<file path="src/rtl/mips_seq_ctrl.sv">
`default_nettype none
// ============================================================================
// Module  : mips_seq_ctrl
// Brief   : Multi-cycle MIPS sequencer: fetch/decode/execute control with
//           memory-wait timeout, sticky error state and retired-instr count.
// Rev     : 1.0  initial release
// ============================================================================
module mips_seq_ctrl #(
    parameter int MEM_TIMEOUT = 15
) (
    input  logic        clk,
    input  logic        rst_n,
    input  logic        run,
    input  logic [5:0]  opcode,
    input  logic        mem_ready,
    input  logic        branch_taken,
    output logic        mem_req,
    output logic        mem_we,
    output logic        i_or_d,
    output logic        ir_write,
    output logic        pc_write,
    output logic [1:0]  pc_src,
    output logic        reg_write,
    output logic [1:0]  reg_dst,
    output logic        mem_to_reg,
    output logic        alu_src_b,
    output logic [3:0]  state,
    output logic        instr_done,
    output logic        err,
    output logic [15:0] instr_count
);

    typedef enum logic [3:0] {
        S_IDLE   = 4'd0,
        S_FETCH  = 4'd1,
        S_DECODE = 4'd2,
        S_EXEC   = 4'd3,
        S_MEM    = 4'd4,
        S_WB     = 4'd5,
        S_BRANCH = 4'd6,
        S_JUMP   = 4'd7,
        S_ERR    = 4'd8
    } state_t;

    typedef enum logic [2:0] {
        C_RTYPE = 3'd0,
        C_ALUI  = 3'd1,
        C_LOAD  = 3'd2,
        C_STORE = 3'd3,
        C_BR    = 3'd4,
        C_JMP   = 3'd5,
        C_JAL   = 3'd6,
        C_ILL   = 3'd7
    } cls_t;

    localparam logic [8:0] c_TIMEOUT = 9'(MEM_TIMEOUT);

    state_t      r_state;
    state_t      w_next;
    cls_t        r_cls;
    cls_t        w_dec_cls;
    logic [7:0]  r_wait;
    logic [15:0] r_count;
    logic        w_timeout;
    logic        w_boundary;

    // Timeout fires on the wait cycle that would bring the counter to the limit
    assign w_timeout = (({1'b0, r_wait} + 9'd1) == c_TIMEOUT);

    always_comb begin
        w_dec_cls = C_ILL;
        case (opcode)
            6'd0:                                     w_dec_cls = C_RTYPE;
            6'd8, 6'd9, 6'd10, 6'd12, 6'd13, 6'd14, 6'd15: w_dec_cls = C_ALUI;
            6'd35:                                    w_dec_cls = C_LOAD;
            6'd43:                                    w_dec_cls = C_STORE;
            6'd4, 6'd5, 6'd32, 6'd33, 6'd34, 6'd36, 6'd37, 6'd38: w_dec_cls = C_BR;
            6'd2:                                     w_dec_cls = C_JMP;
            6'd3:                                     w_dec_cls = C_JAL;
            default:                                  w_dec_cls = C_ILL;
        endcase
    end

    always_comb begin
        w_next     = r_state;
        w_boundary = 1'b0;
        mem_req    = 1'b0;
        mem_we     = 1'b0;
        i_or_d     = 1'b0;
        ir_write   = 1'b0;
        pc_write   = 1'b0;
        pc_src     = 2'b00;
        reg_write  = 1'b0;
        reg_dst    = 2'b00;
        mem_to_reg = 1'b0;
        alu_src_b  = 1'b0;
        err        = 1'b0;
        case (r_state)
            S_IDLE: begin
                if (run) w_next = S_FETCH;
            end
            S_FETCH: begin
                mem_req = 1'b1;
                if (mem_ready) begin
                    ir_write = 1'b1;
                    pc_write = 1'b1;
                    w_next   = S_DECODE;
                end else if (w_timeout) begin
                    w_next = S_ERR;
                end
            end
            S_DECODE: begin
                case (w_dec_cls)
                    C_RTYPE, C_ALUI, C_LOAD, C_STORE: w_next = S_EXEC;
                    C_BR:                             w_next = S_BRANCH;
                    C_JMP, C_JAL:                     w_next = S_JUMP;
                    default:                          w_next = S_ERR;
                endcase
            end
            S_EXEC: begin
                alu_src_b = (r_cls != C_RTYPE);
                w_next    = (r_cls == C_LOAD || r_cls == C_STORE) ? S_MEM : S_WB;
            end
            S_MEM: begin
                mem_req = 1'b1;
                i_or_d  = 1'b1;
                mem_we  = (r_cls == C_STORE);
                if (mem_ready) begin
                    if (r_cls == C_STORE) w_boundary = 1'b1;
                    else                  w_next     = S_WB;
                end else if (w_timeout) begin
                    w_next = S_ERR;
                end
            end
            S_WB: begin
                reg_write  = 1'b1;
                reg_dst    = (r_cls == C_RTYPE) ? 2'b01 : 2'b00;
                mem_to_reg = (r_cls == C_LOAD);
                w_boundary = 1'b1;
            end
            S_BRANCH: begin
                pc_write   = branch_taken;
                pc_src     = 2'b01;
                w_boundary = 1'b1;
            end
            S_JUMP: begin
                pc_write   = 1'b1;
                pc_src     = 2'b10;
                if (r_cls == C_JAL) begin
                    reg_write = 1'b1;
                    reg_dst   = 2'b10;
                end
                w_boundary = 1'b1;
            end
            S_ERR: begin
                err = 1'b1;
            end
            default: w_next = S_IDLE;
        endcase
        // run is only honoured between instructions
        if (w_boundary) w_next = run ? S_FETCH : S_IDLE;
    end

    assign instr_done  = w_boundary;
    assign state       = r_state;
    assign instr_count = r_count;

    always_ff @(posedge clk or negedge rst_n) begin
        if (!rst_n) begin
            r_state <= S_IDLE;
            r_cls   <= C_RTYPE;
            r_wait  <= 8'd0;
            r_count <= 16'd0;
        end else begin
            r_state <= w_next;
            if (r_state == S_DECODE) r_cls <= w_dec_cls;
            if ((r_state == S_FETCH || r_state == S_MEM) && !mem_ready)
                r_wait <= r_wait + 8'd1;
            else
                r_wait <= 8'd0;
            if (w_boundary) r_count <= r_count + 16'd1;
        end
    end

endmodule
`default_nettype wire

</file>
<file path="config.mk">
export PLATFORM = sky130hd
export DESIGN_NAME = mips_seq_ctrl
export DESIGN_NICKNAME = d
export VERILOG_FILES = /design/src/rtl/mips_seq_ctrl.sv
export SDC_FILE = /design/constraint.sdc
export NUM_CORES = 1
export LEC_CHECK = 0
export CORE_MARGIN = 2
export CORE_UTILIZATION = 40
export DETAILED_ROUTE_END_ITERATION = 10
export GPL_TIMING_DRIVEN = 0
export PLACE_DENSITY = 0.74
export SKIP_LAST_GASP = 1
export SYNTH_ARGS = -nofsm -noshare
export SYNTH_HDL_FRONTEND = slang
export SYNTH_SLANG_ARGS = --single-unit
</file>
<file path="constraint.sdc">
create_clock -name clk -period 5.2 [get_ports clk]
set_clock_uncertainty 0.1 [all_clocks]
set_input_delay 1.56 -clock clk [delete_from_list [all_inputs] [get_ports clk]]
set_output_delay 1.56 -clock clk [all_outputs]
set_load 0.02 [all_outputs]
</file>
Yosys cells after proc, flatten, opt, wreduce, memory -nomap -nowiden
Memories as Yosys holds them, arrays and structs flattened.
Cells that the tools add are included.
{"block": "word_totals", "memories": 1, "romBits": 192, "elab_cells": 72, "register_bits": 31, "in_bits": 11, "out_inout_bits": 34}
{"block": "op_classes", "n_addsub": 3, "mux": 29, "reduce_logical": 14, "eq_ne": 21}
{"name": "(name not given)", "words": 64, "word_bits": 3, "rd": 1, "rd_ports_with_merged_regs": 0, "wr": 0, "line": "72", "source": "case (opcode)"}
{"op": "$mux W4", "n": 6}
{"op": "$pmux W4 S6", "n": 1}
{"op": "$add A16 B1 Y16 const B", "n": 1}
{"op": "$eq A4 B3 Y1 const B", "n": 4}
{"op": "$mux W1", "n": 14}
{"op": "$eq A3 B2 Y1 const B", "n": 4}
{"op": "$eq A3 B3 Y1 const B", "n": 4}
{"op": "$pmux W4 S3", "n": 1}
{"op": "$add A8 B1 Y9 const B", "n": 1}
{"op": "$eq A9 B4 Y1 const B", "n": 1}
{"op": "$add A8 B1 Y8 const B", "n": 1}
{"op": "$eq A4 B2 Y1 const B", "n": 2}
{"op": "$mux W8", "n": 1}
{"op": "$pmux W2 S2", "n": 2}
{"op": "$reduce_or A4 Y1", "n": 2}
{"op": "$logic_not A3 Y1", "n": 2}
{"op": "$eq A4 B1 Y1 const B", "n": 1}
{"op": "$eq A4 B4 Y1 const B", "n": 1}
{"op": "$logic_not A4 Y1", "n": 1}
{"op": "$ne A4 B4 Y1 const B", "n": 1}
{"op": "$pmux W1 S2", "n": 2}
{"op": "$reduce_or A2 Y1", "n": 2}
{"op": "$eq A3 B1 Y1 const B", "n": 1}
{"op": "$ne A3 B3 Y1 const B", "n": 1}
{"op": "9 further kinds", "n": 10}

Depth between registers and ports, before layout
{"block": "depth", "ltp_word": 6, "depth_mapped": 7, "mapped_depth_nobuf": 7}

Least setup slack after synthesis
OpenSTA, ideal clock, no wires.
{"block": "synth_timing", "kind": "input to output", "start": "input branch_taken", "end": "output pc_write", "cell_stages": 2, "t_arrival_ns": 2.073, "n_path_buf": 0, "path_slack_ns": 1.467, "required_ns": 3.540, "path_cell_list": "nor2_1 > o21ai_0"}
{"block": "synth_between", "elab_chain_len": 1}
{"item": "from (decl)", "line": "16", "source": "input logic branch_taken,"}
{"item": "$pmux W1 S3", "line": "98", "source": "case (r_state)"}
{"item": "to (decl)", "line": "21", "source": "output logic pc_write,"}
Every way passes these cells.

Worst setup path in the final report
{"block": "layout_timing", "start": "input mem_ready", "end": "output instr_done"}
{"block": "layout_between", "elab_chain_len": 2}
{"item": "from (decl)", "line": "15", "source": "input logic mem_ready,"}
{"item": "$mux W1", "line": "128", "source": "if (mem_ready) begin"}
{"item": "$pmux W1 S2", "line": "98"}
{"item": "to (decl)", "line": "28", "source": "output logic instr_done,"}
Every way passes these cells.

==> impl_metrics.ini <==
[logic_synthesis]
yosysUniqueCellTypes = 42
yosysWarnings = 0
synthFlopType = dfrtp_1
avgSynthCellArea_um2 = 9.310
synthArstFlopShare = 1.000
syn_inst = 195
synth-edff-count = 0
synth_area_leaders = dfrtp_1, xnor2_1, nand2_1
syn_nets = 211
yosysTopAreaCellShare = 0.4273
synth-seq-cells = 31
syn_area_mm2 = 0.001815
synth_largest_area_cell = dfrtp_1
ys_seq_area_frac = 0.4273

[final_layout]
final_cell_mix = clkdlybuf4s50_1, dfrtp_1, nor2_1, nand2_1, xnor2_1
drive_gt1_frac = 0.06098
area_growth_pct = 32.39
nets = 262
diodes = 0
fillers = 388
postLayoutCellArea_mm2 = 0.002404
layout.cells.most_common = clkdlybuf4s50_1

[clocking]
clkLatencyLatePin_ns = 0.28
path_clk_slew_ns = 0.06
clockRootBuffer = clkbuf_8
cts_tree = done
htreeDepth = 2
cts_max_path_buffers = 2
cts_setup_buffers = 0
cts_resized = 0
cts_inserted_buffers = 5
clock-sinks = 31
cts_hold_buf = 0

[setup_path]
cp-end-kind = output port
cpMostUsedCell = clkdlybuf4s50_1
arrival_ns = 3.23
critPathMaxFanout = 9
rrSetupSlack_ns = 3.37
crit_required_ns = 3.54
cpPeakStageDelay_ns = 0.66
critPathKind = in -> out
cp_slowest_cell = clkdlybuf4s50_1
crit_chain = clkdlybuf4s50_1 -> nand4b_4 -> a21oi_4 -> clkdlybuf4s50_1
worstSetupStartpointType = input pin

[timing]
tns_ns = 0
hold_viol_final = 0
tightest_slew_ns = 0.6764
finalMaxSlewViolations = 0
relSlewSlack = 0.5490
fmax_ghz = 0.2046
setup_viol = 0
period_share = 0.9398
grt_setup_unrepaired = no
post-route-min-period_ns = 4.887
setup_ws_ns = 0.3132
hold_slack_ns = 0.3679

[die]
die_y_um = 71.37
fp.dieW_um = 71.37
io_pins = 45
start_util = 0.4170
die-area_mm2 = 0.005094
row_count = 24
core_mm2 = 0.004354

[drt]
first_pass_iters = 4
drtAntennaViolNets = 0
drtIter0Drc = 77
vias = 1574
drc = 0
via_per_inst = 5.282
wl_per_cell_um = 13.16
finalWirelength_mm = 3.923

[run]
max-cap-violations = 0

[global_routing]
grt_start_max_net_pins = 32
grt_pass1_vias = 1487
grt-ovfl-total = 0
antenna_found_initial = 0
grt_pass1_wl_mm = 6.727
grt_usage = 0.1636

[power]
power_density_mw_per_mm2 = 425.2
p_leak_nw = 1.017
ir_drop_uv = 209.6

[place]
detailed_place_hpwl_mm = 2.921
port_buffers = 44
dp_slack_ns = 0.3057
place_area_mm2 = 0.002321
place.gp.congestion = 0.8120

[hold_path]
hold_path_class = reg -> reg

[run_status]
outcome = completed
final timing paths:
kind,end,startpoint,cells past startpoint
min in group asynchronous,instr_count[15],rst_n,1
max in group asynchronous,instr_count[1],rst_n,1
max reg2reg,instr_count[15],r_cls[2],6
min reg2reg,instr_count[15],instr_count[15],1
max,instr_done,mem_ready,4
min,instr_count[15],instr_count[15],1
per-layer routing:
layer | up-vias | track usage | share of wire
li1 | 792 | - | -
met1 | 746 | 0.2278 | 0.48
met2 | 30 | 0.2500 | 0.47
met3 | 6 | 0.04641 | 0.036
met4 | 0 | 0.04612 | 0.010
met5 | - | 0 | 0
stage by stage:
step,power [mW],util,std cells
final,1.022,0.5520,298
after global routing,1.095,0.5520,298
after CTS,1.030,0.5532,298
after detailed placement,0.8398,0.5330,291
after global placement,0.8324,0.5330,291
after floorplan,0.6489,-,195
cell families (layout without fill, tap and decap cells):
logic type / Yosys count / after routing / synth area share
flops: 31 / 31 / 0.4273
xor+xnor: 22 / 22 / 0.1061
mux: 1 / 1 / 0.006202
fa+ha+maj: 5 / 5 / 0.03446
simple gates: 95 / 95 / 0.2839
buf+inv: 12 / 63 / 0.02757
compound gates: 29 / 29 / 0.1144
report_power, final:
| group | total (mW) | switching (mW) | internal, mW | leakage (nW) |
|---|---|---|---|---|
| combinational | 0.462 | 0.249 | 0.213 | 0.556 |
| sequential | 0.372 | 0.0825 | 0.290 | 0.415 |
| clock | 0.188 | 0.0843 | 0.104 | 0.0470 |
final cells by class:
type / count / area, um^2 / share of cell area
Inverter: 8 / 30.03 / 0.01249
Sequential cell: 31 / 775.7 / 0.3227
Timing Repair Buffer: 44 / 435.4 / 0.1812
Multi-Input combinational cell: 152 / 989.7 / 0.4118
Tap cell: 52 / 65.06 / 0.02707
Clock buffer: 6 / 82.58 / 0.03436
Clock inverter: 1 / 5.005 / 0.002082
Buffer: 4 / 20.02 / 0.008329
cells in the mapped netlist, types with 3 or more instances:
library cell / instances
nand2_1: 20
nand3b_1: 4
dfrtp_1: 31
nand4_1: 7
a21o_1: 3
inv_1: 8
a21oi_1: 5
o21ai_0: 7
and3_1: 5
xor2_1: 7
ha_1: 5
xnor2_1: 15
and4_1: 3
nand3_1: 10
nor2b_1: 6
nor3_1: 7
nor2_1: 20
registers in the layout, indices dropped and copies added, names as in the netlist:
name         count
instr_count     16
r_cls            3
r_wait           8
state            4
worst max-delay path, delay by kind of cell:
kind,cells,cell delay (ns)
AOI/OAI and AO/OA,1,0.31
buffers and inverters,2,1.21
and+or+nand+nor,1,0.14
No activity file was read; power rests on OpenSTA's default activity.
